<file path="src/rtl/uart_cmd_dispatch.sv">
// Receive-side command dispatcher: assembles big-endian UART bytes into 32-bit words and routes them.
// Optional trailing XOR checksum byte is enabled with `define UART_RX_CHECKSUM_EN.
module uart_cmd_dispatch #(
  parameter int unsigned TIMEOUT_CYCLES = 50000
) (
  input  logic        Clk,
  input  logic        Rst,
  input  logic [7:0]  RxData,
  input  logic        RxValid,
  output logic [31:0] UARTReadMSM,
  output logic        UARTRreqMSM,
  input  logic        UARTRackMSM,
  output logic [31:0] UART2Read,
  output logic        UART2Rreq,
  input  logic        UART2Rack,
  output logic [31:0] UART4Read,
  output logic        UART4Rreq,
  input  logic        UART4Rack,
  output logic        FrameErr,
  output logic        Overrun,
  output logic        ChkErr
);

`ifdef UART_RX_CHECKSUM_EN
  localparam logic [2:0] LAST_IDX = 3'd4;
  localparam int         ASM_W    = 32;
`else
  localparam logic [2:0] LAST_IDX = 3'd3;
  localparam int         ASM_W    = 24;
`endif
  localparam logic [19:0] IDLE_MAX = 20'(TIMEOUT_CYCLES - 1);

  typedef enum logic {
    S_IDLE,
    S_ASSEMBLE
  } state_t;

  typedef enum logic [1:0] {
    D_MSM,
    D_U2,
    D_U4
  } dest_t;

  state_t            r_state;
  state_t            w_state_nxt;
  logic [2:0]        r_cnt;
  logic [2:0]        w_cnt_nxt;
  logic [19:0]       r_idle;
  logic [ASM_W-1:0]  r_asm;
  logic [31:0]       r_read;
  logic              r_hold_valid;
  dest_t             r_dest;
  logic              r_frame_err;
  logic              r_overrun;

  logic              w_done;
  logic              w_timeout;
  logic [31:0]       w_word;
  logic              w_csum_ok;
  dest_t             w_dest;
  logic              w_ack;
  logic              w_deliver;
  logic              w_load;

  always_comb begin
    // NOTE: every combinational output is given a default first, so no branch can infer a latch.
    w_state_nxt = r_state;
    w_cnt_nxt   = r_cnt;
    w_done      = 1'b0;
    w_timeout   = 1'b0;
    case (r_state)
      S_IDLE: begin
        if (RxValid) begin
          w_state_nxt = S_ASSEMBLE;
          w_cnt_nxt   = 3'd1;
        end
      end
      S_ASSEMBLE: begin
        if (RxValid) begin
          if (r_cnt == LAST_IDX) begin
            w_done      = 1'b1;
            w_state_nxt = S_IDLE;
            w_cnt_nxt   = 3'd0;
          end else begin
            w_cnt_nxt = r_cnt + 3'd1;
          end
        end else if (r_idle == IDLE_MAX) begin
          // A byte in this same cycle takes the branch above, so it always wins over the timeout.
          w_timeout   = 1'b1;
          w_state_nxt = S_IDLE;
          w_cnt_nxt   = 3'd0;
        end
      end
      default: begin
        w_state_nxt = S_IDLE;
        w_cnt_nxt   = 3'd0;
      end
    endcase
  end

`ifdef UART_RX_CHECKSUM_EN
  logic [7:0] r_csum;
  logic       r_chk_err;
  logic       w_bad;

  assign w_word    = r_asm;
  assign w_csum_ok = (RxData == r_csum);
  assign w_bad     = w_done & ~w_csum_ok;

  always_ff @(posedge Clk) begin
    if (RxValid) begin
      r_csum <= (r_state == S_IDLE) ? RxData : (r_csum ^ RxData);
    end
  end

  always_ff @(posedge Clk) begin
    if (Rst) begin
      r_chk_err <= 1'b0;
    end else begin
      r_chk_err <= w_bad;
    end
  end

  assign ChkErr = r_chk_err;
`else
  assign w_word    = {r_asm, RxData};
  assign w_csum_ok = 1'b1;
  assign ChkErr    = 1'b0;
`endif

  always_comb begin
    w_dest = D_MSM;
    if (w_word[31:24] == 8'h02 || w_word[31:24] == 8'h03) begin
      w_dest = D_U2;
    end else if (w_word[31:24] == 8'h04) begin
      w_dest = D_U4;
    end
  end

  assign w_ack = r_hold_valid & (((r_dest == D_MSM) & UARTRackMSM) |
                                 ((r_dest == D_U2)  & UART2Rack)   |
                                 ((r_dest == D_U4)  & UART4Rack));
  assign w_deliver = w_done & w_csum_ok;
  assign w_load    = w_deliver & (~r_hold_valid | w_ack);

  // NOTE: the assembly shifter is pure datapath, fully overwritten before each use, so it carries no reset.
  always_ff @(posedge Clk) begin
    if (RxValid) begin
      r_asm <= {r_asm[ASM_W-9:0], RxData};
    end
  end

  always_ff @(posedge Clk) begin
    // NOTE: sequential state uses <= so every register sees pre-edge values regardless of statement order.
    if (Rst) begin
      r_state      <= S_IDLE;
      r_cnt        <= 3'd0;
      r_idle       <= 20'd0;
      r_read       <= 32'd0;
      r_hold_valid <= 1'b0;
      r_dest       <= D_MSM;
      r_frame_err  <= 1'b0;
      r_overrun    <= 1'b0;
    end else begin
      r_state     <= w_state_nxt;
      r_cnt       <= w_cnt_nxt;
      r_idle      <= (r_state == S_ASSEMBLE && !RxValid && !w_timeout) ? r_idle + 20'd1 : 20'd0;
      r_frame_err <= w_timeout;
      r_overrun   <= w_deliver & r_hold_valid & ~w_ack;
      if (w_load) begin
        r_read       <= w_word;
        r_dest       <= w_dest;
        r_hold_valid <= 1'b1;
      end else if (w_ack) begin
        r_hold_valid <= 1'b0;
      end
    end
  end

  // One holding register feeds all three buses; only the tagged request is raised.
  assign UARTReadMSM = r_read;
  assign UART2Read   = r_read;
  assign UART4Read   = r_read;
  assign UARTRreqMSM = r_hold_valid & (r_dest == D_MSM);
  assign UART2Rreq   = r_hold_valid & (r_dest == D_U2);
  assign UART4Rreq   = r_hold_valid & (r_dest == D_U4);
  assign FrameErr    = r_frame_err;
  assign Overrun     = r_overrun;

endmodule

</file>
<file path="config.mk">
export PLATFORM = sky130hd
export DESIGN_NAME = uart_cmd_dispatch
export DESIGN_NICKNAME = d
export VERILOG_FILES = /design/src/rtl/uart_cmd_dispatch.sv
export SDC_FILE = /design/constraint.sdc
export NUM_CORES = 1
export LEC_CHECK = 0
export ABC_AREA = 1
export CAP_MARGIN = 5
export CORE_MARGIN = 1
export CORE_UTILIZATION = 60
export DETAILED_ROUTE_END_ITERATION = 8
export DONT_BUFFER_PORTS = 1
export PLACE_DENSITY_LB_ADDON = 0.12
export SLEW_MARGIN = 40
export SYNTH_ARGS = -nofsm -noshare
export SYNTH_HDL_FRONTEND = slang
export SYNTH_SLANG_ARGS = --single-unit
</file>
<file path="constraint.sdc">
create_clock -name Clk -period 2 [get_ports Clk]
set_input_delay 0.3 -clock Clk [delete_from_list [all_inputs] [get_ports Clk]]
set_output_delay 0.3 -clock Clk [all_outputs]
set_load 0.02 [all_outputs]
</file>
==> impl_metrics.toml <==
[run_status]
outcome = "completed"

[critical_path]
critPathTopFamily = "simple AND/OR/NAND/NOR gates"
cp_slowest_stage_delay_ns = 0.37
worstSetupStartpointType = "register"
path_class = "register to register"
path_cells = "ha_1 -> nand2_1 -> nor2_1 -> nand3_1 -> nand2_1 -> buf_4 -> a21oi_1"
arrival_ns = 1.96
cp_max_fo = 11
endpoint_kind = "register"
cpMostUsedCell = "nand2_1"
worstPathRequired_ns = 2.24
crit_buf_inv = 1
slowest_stage = "dfxtp_1"

[global_route]
grt_max_degree = 32
antenna_found_initial = 0
grt_usage_pct = 20.5
overflow = 0
grt_first_pass_wirelength_um = 10100
busiest_layer = "met2"
grt_pass1_vias = 2162
met1_usage_pct = 27.5
grtUsageMet2_pct = 30.6
use_met3_pct = 7.00

[power]
power.total_mw = 3.23
power_density_nw_per_um2 = 898
p_leak_nw = 1.37
peakVddDrop_mv = 0.532

[floorplanning]
fp.dieW_um = 81.4
coreArea_um2 = 5990
rows = 28
fp.dieArea_um2 = 6630
initial_core_util_pct = 63.2
dieHeight_um = 81.4
ios = 116

[placement]
port_buffers = 0
place_congestion = 0.799
dpl.cell_count = 444
place_area_um2 = 3370
dp_hpwl_um = 4370

[routing]
routed_via_density = 5.27
wl_per_cell_um = 14.1
first_pass_iters = 5
drt-total-wl_um = 6490
drt-initial-drc-count = 126
vias = 2430
drc_errors = 0
final_antenna_net_count = 0

[sta]
fin_setup_tns_ns = 0
worstMarginPinSlew_ns = 0.652
clock_skew_ns = 0.00771
max_freq_ghz = 0.581
hold_violations = 0
relSlewSlack_pct = 56.4
drv_slew = 0
rsz0062_at_grt = "no"
layout_min_cycle_time_ns = 1.72
setup_viol = 0
finalCritPeriodShare_pct = 86.1

[logic_synthesis]
seq_area_frac_synth_pct = 51.3
syn_inst = 438
syn_avg_cell_area_um2 = 8.64
yosysUniqueCellTypes = 33
ys_warn_count = 0
synth_fp_nets = 454
synth_area_leaders = "dfxtp_1, edfxtp_1, buf_4"
synth_top_area_share_pct = 32.3
synth_top_area_cell = "dfxtp_1"
ys_ff_latch = 85
syn-cell-area_um2 = 3780

[cells_and_area]
finalNonFillerCells = 461
nets = 397
area_delta_synth_final_pct = -4.86
post-route-util_pct = 60.1
final_cell_mix = "nor2_1, dfxtp_1, nand2_1"
final_common_cell = "nor2_1"
diodes = 0
fillCellCount = 546
drive_gt1_share_pct = 8.03
final_cell_area_um2 = 3600

[cts]
cts_resized = 0
clk_pin_slew_ns = 0.08
hold_buffers = 1
post_cts_buffers = 0
htreeDepth = 3
cts_buffers = 9
cts_tree = "done"
cts.sinks = 85
clk_path_buf_depth = 2
clkLatencyLatePin_ns = 0.35
root_buffer = "clkbuf_8"

[job]
maxCapViolations = 0

[worst_hold_path]
hold_path.class = "input pin to register"
==> worst reg2reg max path: stages, from the launching register on <==
cell and delay [ns]:
dfxtp_1 0.37, ha_1 0.23, nand2_1 0.09, nor2_1 0.14, nand3_1 0.12, nand2_1 0.33, buf_4 0.26, a21oi_1 0.07
==> power breakdown <==
group	total, mW	leakage [nW]	switching [mW]	internal (mW)
clock	1.34	0.113	0.626	0.712
combinational	0.0502	0.526	0.0344	0.0159
sequential	1.85	0.727	0.0307	1.81
==> per-stage QoR <==
step                hold slack, ns  setup slack, ns
global route               0.00740            0.118
CTS                         0.0165            0.307
detailed placement           0.365            0.343
global placement             0.364            0.396
floorplan                    0.362            0.520
finish                      0.0257            0.278
==> registers in the layout (all words and copies together) (netlist names), 2 cells and up <==
register,count
r_idle,20
r_dest,2
r_cnt,3
r_asm,24
UART2Read,32
==> cell families after synthesis <==
kind of cell | Yosys count | share of synthesized area [%]
other | 1 | 0.0991
buffers and inverters | 106 | 17.9
flip-flops | 85 | 51.3
adder cells (fa/ha/maj) | 2 | 0.661
AO/OA/AOI/OAI | 54 | 7.84
AND/OR/NAND/NOR | 183 | 20.5
XOR/XNOR | 7 | 1.62
==> Yosys cell counts <==
cell type / n
a21oi_2: 1
o21ai_0: 10
edfxtp_1: 24
xor2_1: 4
conb_1: 1
ha_1: 2
buf_6: 4
nor3b_1: 2
nor2_2: 1
a21oi_1: 10
nor3_4: 1
nor3_1: 12
a21boi_0: 1
o211ai_1: 1
nand4_1: 8
a31oi_1: 2
nand3b_1: 2
nor4_1: 2
o21ai_1: 26
dfxtp_1: 61
clkinv_1: 1
o21bai_1: 2
buf_4: 65
nand2_2: 1
nand3_1: 14
buf_2: 5
inv_1: 25
nor2_1: 97
xnor2_1: 3
inv_2: 3
o21a_4: 1
clkbuf_1: 3
nand2_1: 43
==> routing by layer <==
layer  up-vias  part of all wire (%)  wire length [um]
met5         -                     0                 0
met4         0                   1.1                72
met3         7                   6.2               405
met2        76                    43              2820
met1      1110                    49              3190
li1       1237                     -                 -
==> path summary, 6_finish.rpt <==
path                                            from               endpoint  slack, ns  depth (start not counted)
worst max-delay path            r_idle[0]$_SDFF_PP0_  r_idle[18]$_SDFF_PP0_       0.28                          7
worst min-delay path                             Rst    FrameErr$_SDFF_PP0_       0.03                          1
worst max register to register  r_idle[0]$_SDFF_PP0_  r_idle[18]$_SDFF_PP0_       0.28                          7
worst min register to register   r_asm[15]$_DFFE_PP_    r_asm[23]$_DFFE_PP_       0.45                          0
==> final cells by class <==
cell class                 instances  area, um^2  share of cell area [%]
sequential                        85        1940                    53.9
multi-input combinational        247        1160                    32.3
clock buffer                       9         124                    3.44
inverter                          29         109                    3.02
clock inverter                     7        97.6                    2.71
tap                               75        93.8                    2.61
timing repair buffer               9        70.1                    1.95
No activity file was read; power rests on OpenSTA's default activity.
